--- src/rtl/decoder_sched_pkg.sv ---
// decoder_sched_pkg
//   Shared definitions for the decoder round scheduler: FSM state codes,
//   result status codes, the cycle counter width and the PU_COUNT
//   derivation used to size the syndrome ports.
package decoder_sched_pkg;

  // Scheduler FSM states, kept as plain constants for legacy tools.
  typedef logic [1:0] sched_state_t;
  localparam sched_state_t ST_IDLE   = 2'd0;
  localparam sched_state_t ST_START  = 2'd1;
  localparam sched_state_t ST_WAIT   = 2'd2;
  localparam sched_state_t ST_REPORT = 2'd3;

  // Result status reported to the host.
  typedef enum logic [1:0] {
    STATUS_OK       = 2'd0,
    STATUS_DEADLOCK = 2'd1,
    STATUS_TIMEOUT  = 2'd2
  } status_e;

  localparam int CYCLE_COUNTER_WIDTH = 32;

  // Same MAX definition the rest of the codebase uses.
  function automatic int max_of(input int a, input int b);
    return (a > b) ? a : b;
  endfunction

  // Processing units per half: X * Z * max(X, Z).
  function automatic int pu_count_of(input int dist_x, input int dist_z);
    return dist_x * dist_z * max_of(dist_x, dist_z);
  endfunction

endpackage

--- src/rtl/decoder_round_scheduler_watchdog.sv ---
// round_watchdog
//   Counts WAIT cycles for one decoding round. cycle_count is the 1-based
//   index of the WAIT cycle currently in progress (completed cycles + 1),
//   so a decision taken this cycle can register it directly as the number
//   of WAIT cycles consumed.
// Ports:
//   clk, reset      clock, asynchronous active-low reset
//   clear           zero the counter (frame acceptance)
//   count_en        advance the counter (high during WAIT)
//   cycle_count     index of the current WAIT cycle
//   settled         current cycle is past the settle window
//   timeout         current cycle has reached the watchdog limit
module round_watchdog
  import decoder_sched_pkg::*;
#(
  parameter int TIMEOUT_CYCLES = 1024,
  parameter int SETTLE_CYCLES  = 2
) (
  input  logic                           clk,
  input  logic                           reset,
  input  logic                           clear,
  input  logic                           count_en,
  output logic [CYCLE_COUNTER_WIDTH-1:0] cycle_count,
  output logic                           settled,
  output logic                           timeout
);

  logic [CYCLE_COUNTER_WIDTH-1:0] count_reg;

  always_ff @(posedge clk or negedge reset) begin
    if (!reset) begin
      count_reg <= '0;
    end else if (clear) begin
      count_reg <= '0;
    end else if (count_en) begin
      count_reg <= cycle_count;
    end
  end

  assign cycle_count = count_reg + CYCLE_COUNTER_WIDTH'(1);
  assign settled     = cycle_count > CYCLE_COUNTER_WIDTH'(SETTLE_CYCLES);
  assign timeout     = cycle_count >= CYCLE_COUNTER_WIDTH'(TIMEOUT_CYCLES);

endmodule

--- src/rtl/decoder_round_scheduler.sv ---
// decoder_round_scheduler
//   Sequences decoding rounds for the split left/right decoder. Accepts a
//   syndrome frame, pulses new_round_start, waits for both halves to finish
//   (or deadlock / time out), then hands one result record to the host.
// Ports:
//   clk, reset                        clock, asynchronous active-low reset
//   syndrome_in_*                     frame input handshake (left = low half)
//   left/right_is_error_syndromes     latched frame halves
//   new_round_start                   one-cycle round start pulse
//   left/right_result_valid,
//   left/right_deadlock,
//   left/right_iteration_counter      status from the two halves
//   result_out_valid/ready            result handshake
//   result_iterations/cycles/status   result record
//   rounds_completed                  results handed off (wraps)
//   busy                              scheduler not idle
module decoder_round_scheduler
  import decoder_sched_pkg::*;
#(
  parameter int CODE_DISTANCE_X         = 3,
  parameter int CODE_DISTANCE_Z         = 2,
  parameter int ITERATION_COUNTER_WIDTH = 8,
  parameter int TIMEOUT_CYCLES          = 1024,
  parameter int SETTLE_CYCLES           = 2,
  localparam int PU_COUNT = pu_count_of(CODE_DISTANCE_X, CODE_DISTANCE_Z)
) (
  input  logic                               clk,
  input  logic                               reset,
  input  logic [2*PU_COUNT-1:0]              syndrome_in_data,
  input  logic                               syndrome_in_valid,
  output logic                               syndrome_in_ready,
  output logic [PU_COUNT-1:0]                left_is_error_syndromes,
  output logic [PU_COUNT-1:0]                right_is_error_syndromes,
  output logic                               new_round_start,
  input  logic                               left_result_valid,
  input  logic                               right_result_valid,
  input  logic                               left_deadlock,
  input  logic                               right_deadlock,
  input  logic [ITERATION_COUNTER_WIDTH-1:0] left_iteration_counter,
  input  logic [ITERATION_COUNTER_WIDTH-1:0] right_iteration_counter,
  output logic                               result_out_valid,
  input  logic                               result_out_ready,
  output logic [ITERATION_COUNTER_WIDTH-1:0] result_iterations,
  output logic [31:0]                        result_cycles,
  output logic [1:0]                         result_status,
  output logic [15:0]                        rounds_completed,
  output logic                               busy
);

  sched_state_t state_reg, state_next;

  logic [PU_COUNT-1:0]                left_syn_reg, right_syn_reg;
  logic                               left_done_reg, right_done_reg;
  logic [ITERATION_COUNTER_WIDTH-1:0] left_iter_reg, right_iter_reg;
  logic [ITERATION_COUNTER_WIDTH-1:0] res_iter_reg;
  logic [31:0]                        res_cycles_reg;
  logic [1:0]                         res_status_reg;
  logic [15:0]                        rounds_reg;

  logic [31:0] cycle_count;
  logic        settled, timeout;

  logic accept, in_wait, handoff;
  logic left_hit, right_hit, left_done_now, right_done_now, deadlock_hit;
  logic decide;
  logic [ITERATION_COUNTER_WIDTH-1:0] left_iter_now, right_iter_now, iter_max;
  status_e decide_status;

  assign accept  = (state_reg == ST_IDLE) && syndrome_in_valid;
  assign in_wait = (state_reg == ST_WAIT);
  assign handoff = (state_reg == ST_REPORT) && result_out_ready;

  round_watchdog #(
    .TIMEOUT_CYCLES(TIMEOUT_CYCLES),
    .SETTLE_CYCLES (SETTLE_CYCLES)
  ) u_watchdog (
    .clk        (clk),
    .reset      (reset),
    .clear      (accept),
    .count_en   (in_wait),
    .cycle_count(cycle_count),
    .settled    (settled),
    .timeout    (timeout)
  );

  // Status inputs only count in WAIT after the settle window, which hides
  // result_valid still high from the previous round.
  assign left_hit     = in_wait && settled && left_result_valid;
  assign right_hit    = in_wait && settled && right_result_valid;
  assign deadlock_hit = in_wait && settled && (left_deadlock || right_deadlock);

  // "Now" views fold in a first assertion happening this very cycle so a
  // same-cycle finish is seen by the decision and the iteration max.
  assign left_done_now  = left_done_reg  || left_hit;
  assign right_done_now = right_done_reg || right_hit;
  assign left_iter_now  = left_done_reg  ? left_iter_reg  :
                          (left_hit  ? left_iteration_counter  : '0);
  assign right_iter_now = right_done_reg ? right_iter_reg :
                          (right_hit ? right_iteration_counter : '0);
  assign iter_max = (left_iter_now > right_iter_now) ? left_iter_now : right_iter_now;

  always_comb begin
    decide        = 1'b0;
    decide_status = STATUS_OK;
    if (deadlock_hit) begin
      decide        = 1'b1;
      decide_status = STATUS_DEADLOCK;
    end else if (in_wait && left_done_now && right_done_now) begin
      decide        = 1'b1;
      decide_status = STATUS_OK;
    end else if (in_wait && timeout) begin
      decide        = 1'b1;
      decide_status = STATUS_TIMEOUT;
    end
  end

  always_comb begin
    state_next = state_reg;
    case (state_reg)
      ST_IDLE:   if (accept)  state_next = ST_START;
      ST_START:               state_next = ST_WAIT;
      ST_WAIT:   if (decide)  state_next = ST_REPORT;
      ST_REPORT: if (handoff) state_next = ST_IDLE;
      default:                state_next = ST_IDLE;
    endcase
  end

  always_ff @(posedge clk or negedge reset) begin
    if (!reset) begin
      state_reg      <= ST_IDLE;
      left_syn_reg   <= '0;
      right_syn_reg  <= '0;
      left_done_reg  <= 1'b0;
      right_done_reg <= 1'b0;
      left_iter_reg  <= '0;
      right_iter_reg <= '0;
      res_iter_reg   <= '0;
      res_cycles_reg <= '0;
      res_status_reg <= '0;
      rounds_reg     <= '0;
    end else begin
      state_reg <= state_next;
      if (accept) begin
        left_syn_reg   <= syndrome_in_data[PU_COUNT-1:0];
        right_syn_reg  <= syndrome_in_data[2*PU_COUNT-1:PU_COUNT];
        left_done_reg  <= 1'b0;
        right_done_reg <= 1'b0;
        left_iter_reg  <= '0;
        right_iter_reg <= '0;
      end else begin
        left_done_reg  <= left_done_now;
        right_done_reg <= right_done_now;
        left_iter_reg  <= left_iter_now;
        right_iter_reg <= right_iter_now;
      end
      if (decide) begin
        res_iter_reg   <= iter_max;
        res_cycles_reg <= cycle_count;
        res_status_reg <= decide_status;
      end
      if (handoff) begin
        rounds_reg <= rounds_reg + 16'd1;
      end
    end
  end

  assign syndrome_in_ready        = (state_reg == ST_IDLE);
  assign new_round_start          = (state_reg == ST_START);
  assign result_out_valid         = (state_reg == ST_REPORT);
  assign busy                     = (state_reg != ST_IDLE);
  assign left_is_error_syndromes  = left_syn_reg;
  assign right_is_error_syndromes = right_syn_reg;
  assign result_iterations        = res_iter_reg;
  assign result_cycles            = res_cycles_reg;
  assign result_status            = res_status_reg;
  assign rounds_completed         = rounds_reg;

endmodule

--- config.mk ---
export PLATFORM = sky130hd
export DESIGN_NAME = decoder_round_scheduler
export DESIGN_NICKNAME = d
export VERILOG_FILES = /design/src/rtl/decoder_sched_pkg.sv /design/src/rtl/decoder_round_scheduler_watchdog.sv /design/src/rtl/decoder_round_scheduler.sv
export SDC_FILE = /design/constraint.sdc
export NUM_CORES = 1
export LEC_CHECK = 0
export CELL_PAD_IN_SITES_DETAIL_PLACEMENT = 2
export CELL_PAD_IN_SITES_GLOBAL_PLACEMENT = 2
export CORE_ASPECT_RATIO = 1.5
export CORE_MARGIN = 4
export CORE_UTILIZATION = 33
export CTS_BUF_LIST = sky130_fd_sc_hd__clkbuf_16
export DETAILED_ROUTE_END_ITERATION = 16
export PLACE_DENSITY_LB_ADDON = 0.2
export SYNTH_ARGS = -nofsm -noshare
export SYNTH_HDL_FRONTEND = slang
export SYNTH_SLANG_ARGS = --single-unit
--- constraint.sdc ---
create_clock -name clk -period 10.7 [get_ports clk]
set_input_delay 2.675 -clock clk [delete_from_list [all_inputs] [get_ports clk]]
set_output_delay 2.675 -clock clk [all_outputs]
set_load 0.03 [all_outputs]
==> results.json <==
{
  "status": "finished, final reports clean",
  "layout-drive-gt1-share": 0.0541,
  "clk_latency_ns": 0.43,
  "arrival_ns": 5.96,
  "hpwl_mm": 17.6,
  "path_clk_slew_ns": 0.06,
  "critPathBufInv": 1,
  "nNetsFinal": 1022,
  "hold_buffers": 0,
  "initial_core_util": 0.334,
  "dr.pass1.iters": 4,
  "gp_congestion": 0.784,
  "crit_path_end": "result_iterations[1]",
  "syn-mean-instance-area_um2": 9.09,
  "drtIter0Drc": 221,
  "fin_skew_ns": 0.0119,
  "startpoint_type": "primary input",
  "max_freq_ghz": 0.178,
  "cts_sinks": 146,
  "core-area_um2": 22300,
  "fin_crit_ns": 5.63,
  "grt_pass1_vias": 7307,
  "cts_setup_buffers": 0,
  "antenna_left": 0,
  "fin_crit_sh": 0.526,
  "cts.repair.resized": 0,
  "crit_path_max_fanout": 8,
  "power_density_nw_per_um2": 299,
  "die_h_um": 192,
  "hold_viol": 0,
  "setup_viol": 0,
  "worst_pin_slew_ns": 0.971,
  "vdd_drop_max_mv": 0.121,
  "drt-wirelength-per-cell_um": 19.7,
  "synth_ff_type": "dfrtp_1",
  "path_depth": 15,
  "end_kind": "flip-flop",
  "ys_ff_latch": 146,
  "holdCritPathClass": "flip-flop to flip-flop",
  "cts_tree": "yes",
  "cts_buffers": 17,
  "critPathMaxStageDelay_ns": 0.56,
  "drc": 0,
  "synth_most_common_cell": "nand2_1",
  "yosysTopAreaCell": "dfrtp_1",
  "syn_inst": 818,
  "r2r-start": "u_watchdog.count_reg[0]",
  "ys_warn_count": 0,
  "clk_path_buf_depth": 2,
  "startpoint": "left_result_valid",
  "relSlewSlack": 0.353,
  "path_delay_family": "simple AND/OR/NAND/NOR gates",
  "grt_max_degree": 101,
  "grt.total_usage": 0.204,
  "io_pins": 158,
  "grt-ovfl-total": 0,
  "grtUsageMet2": 0.371,
  "slew_violations": 0,
  "cts_root_buffer": "clkbuf_16",
  "worst_r2r_endpoint": "result_iterations[0]",
  "synthesis.nets": 892,
  "grt_pass1_wl_mm": 39.7,
  "floorplan.rows": 67,
  "nFillCells": 2433,
  "ys_top_cells_by_area": "dfrtp_1, nand2_1, xnor2_1",
  "die_area_um2": 25100,
  "grt_antenna_before_repair": 1,
  "drv_cap": 0,
  "synth.cell_area_um2": 7440,
  "area_growth_syn_to_layout_pct": 32.0,
  "portBuffers": 157,
  "detail_route.vias_per_cell": 5.19,
  "yosysTopAreaCellShare": 0.491,
  "cp_slowest_cell": "nor2b_1",
  "top_usage_layer": "met2",
  "yosysUniqueCellTypes": 60,
  "tns_ns": 0,
  "routed_wl_mm": 24.4,
  "h-tree-depth": 4,
  "crit_type": "primary input to flip-flop",
  "vias": 6429,
  "rsz0062_at_grt": "no",
  "yosysSeqAreaShare": 0.491,
  "gr-usage-met3": 0.0609,
  "leakagePower_nw": 4.23,
  "synth_commonest_cells": "nand2_1, dfrtp_1, nor2_1",
  "worstRegToRegCells": 20,
  "rrSetupSlack_ns": 5.09,
  "grt.met1_usage": 0.219,
  "fin_cells": 1238,
  "die_w_um": 131,
  "placed_cells": 1205,
  "crit_required_ns": 11.03,
  "path_cells": "clkdlybuf4s50_1, nor2b_1, nand3_1, or2_2, and2_1, ha_1, nor2b_1, o21a_1, o21ai_0, nand2b_1, a21oi_1, o21ai_0, nand2_1, o211a_1, o31ai_1",
  "async_flop_share": 1.00,
  "synth_edf_count": 0
}
## final cells by class
type | instances | area, um^2 | area share
repair buffers | 164 | 1630 | 0.166
diodes | 1 | 2.50 | 0.000255
flip-flops and latches | 146 | 3650 | 0.372
clock buffers | 17 | 425 | 0.0433
well taps | 276 | 345 | 0.0352
clock inverters | 15 | 191 | 0.0195
inverters | 8 | 30.0 | 0.00306
multi-input cells | 611 | 3540 | 0.361
## worst min-delay path by stage
stage                                 start                      endpoint  slack (ns)  cells past startpoint
6_report        left_is_error_syndromes[13]   left_is_error_syndromes[13]        0.47                      2
5_1_grt                rounds_completed[15]          rounds_completed[15]        0.49                      1
4_1_cts         left_is_error_syndromes[13]   left_is_error_syndromes[13]        0.48                      2
3_5_place_dp   right_is_error_syndromes[17]  right_is_error_syndromes[17]        0.47                      2
3_3_place_gp   right_is_error_syndromes[13]  right_is_error_syndromes[13]        0.46                      2
2_1_floorplan                  state_reg[1]                  state_reg[1]        0.51                      1
## cell usage in the layout (no fill, tap or decap), types with 4 or more instances in the layout
cell             synthesis  final
buf_4                    4      7
nand3_1                 32     32
or3_1                    6      6
xor2_1                  23     23
clkinv_4                 0      4
o21a_1                  11     11
clkinv_1                 1      4
nand2_1                206    206
nor4_1                   5      5
xnor2_1                 49     49
nor2_1                  64     63
and2_1                  16     16
nand4_1                 19     19
and3_1                   8      8
nor2b_1                  6      6
o31ai_1                 11     11
dfrtp_1                146    146
a21oi_1                 14     14
clkdlybuf4s50_1          0    156
nor3_1                  14     14
bufinv_16                0      4
o211a_1                 16     16
o21ai_0                 47     47
and4_1                   5      5
clkbuf_16                0     17
inv_1                    7      8
ha_1                    14     14
## where the power goes
| part | leakage, nW | internal (mW) | switching [mW] |
|---|---|---|---|
| Sequential | 1.93 | 0.731 | 0.153 |
| Combinational | 1.99 | 0.552 | 0.862 |
| Clock | 0.301 | 0.388 | 0.249 |
## worst register-to-register path, cell delays in order, from the launching register on
cell,delay [ns]
dfrtp_1,0.50
ha_1,0.33
nand4_1,0.37
nor4_1,0.64
xnor2_1,0.20
o211ai_1,0.24
nor4_2,0.36
o2111ai_2,0.28
nor3_4,0.23
buf_4,0.36
o21ai_0,0.20
ha_1,0.33
nor2b_1,0.14
o21a_1,0.16
o21ai_0,0.15
nand2b_1,0.08
a21oi_1,0.15
o21ai_0,0.10
and2_1,0.28
o211a_1,0.17
o31ai_1,0.24
## through the flow
step | total power, mW | worst slack (ns) | instance area, um^2 | hold slack [ns] | utilization
after floorplan | 1.76 | 5.76 | 7440 | 0.512 | -
after global placement | 2.29 | 4.68 | 9200 | 0.457 | 0.412
after detailed placement | 2.33 | 4.66 | 9200 | 0.466 | 0.412
after CTS | 2.99 | 5.00 | 9810 | 0.482 | 0.440
after global routing | 3.14 | 4.58 | 9820 | 0.493 | 0.440
final | 2.94 | 5.07 | 9820 | 0.474 | 0.440
## layer usage
layer	part of all wire	vias up
met3	0.051	31
li1	-	3018
met2	0.54	133
met1	0.38	3247
met4	0.028	0
met5	0	-
## kinds of logic after synthesis
logic type                 Yosys count  synth area share
AOI/OAI and AO/OA                  118             0.109
xor gates and xnor gates            72            0.0848
adders and majority gates           14            0.0235
buffers and inverters               61            0.0345
DFF                                146             0.491
muxes                                6           0.00875
and+or+nand+nor                    401             0.249
Note: power is estimated with default switching activity, not from simulation.
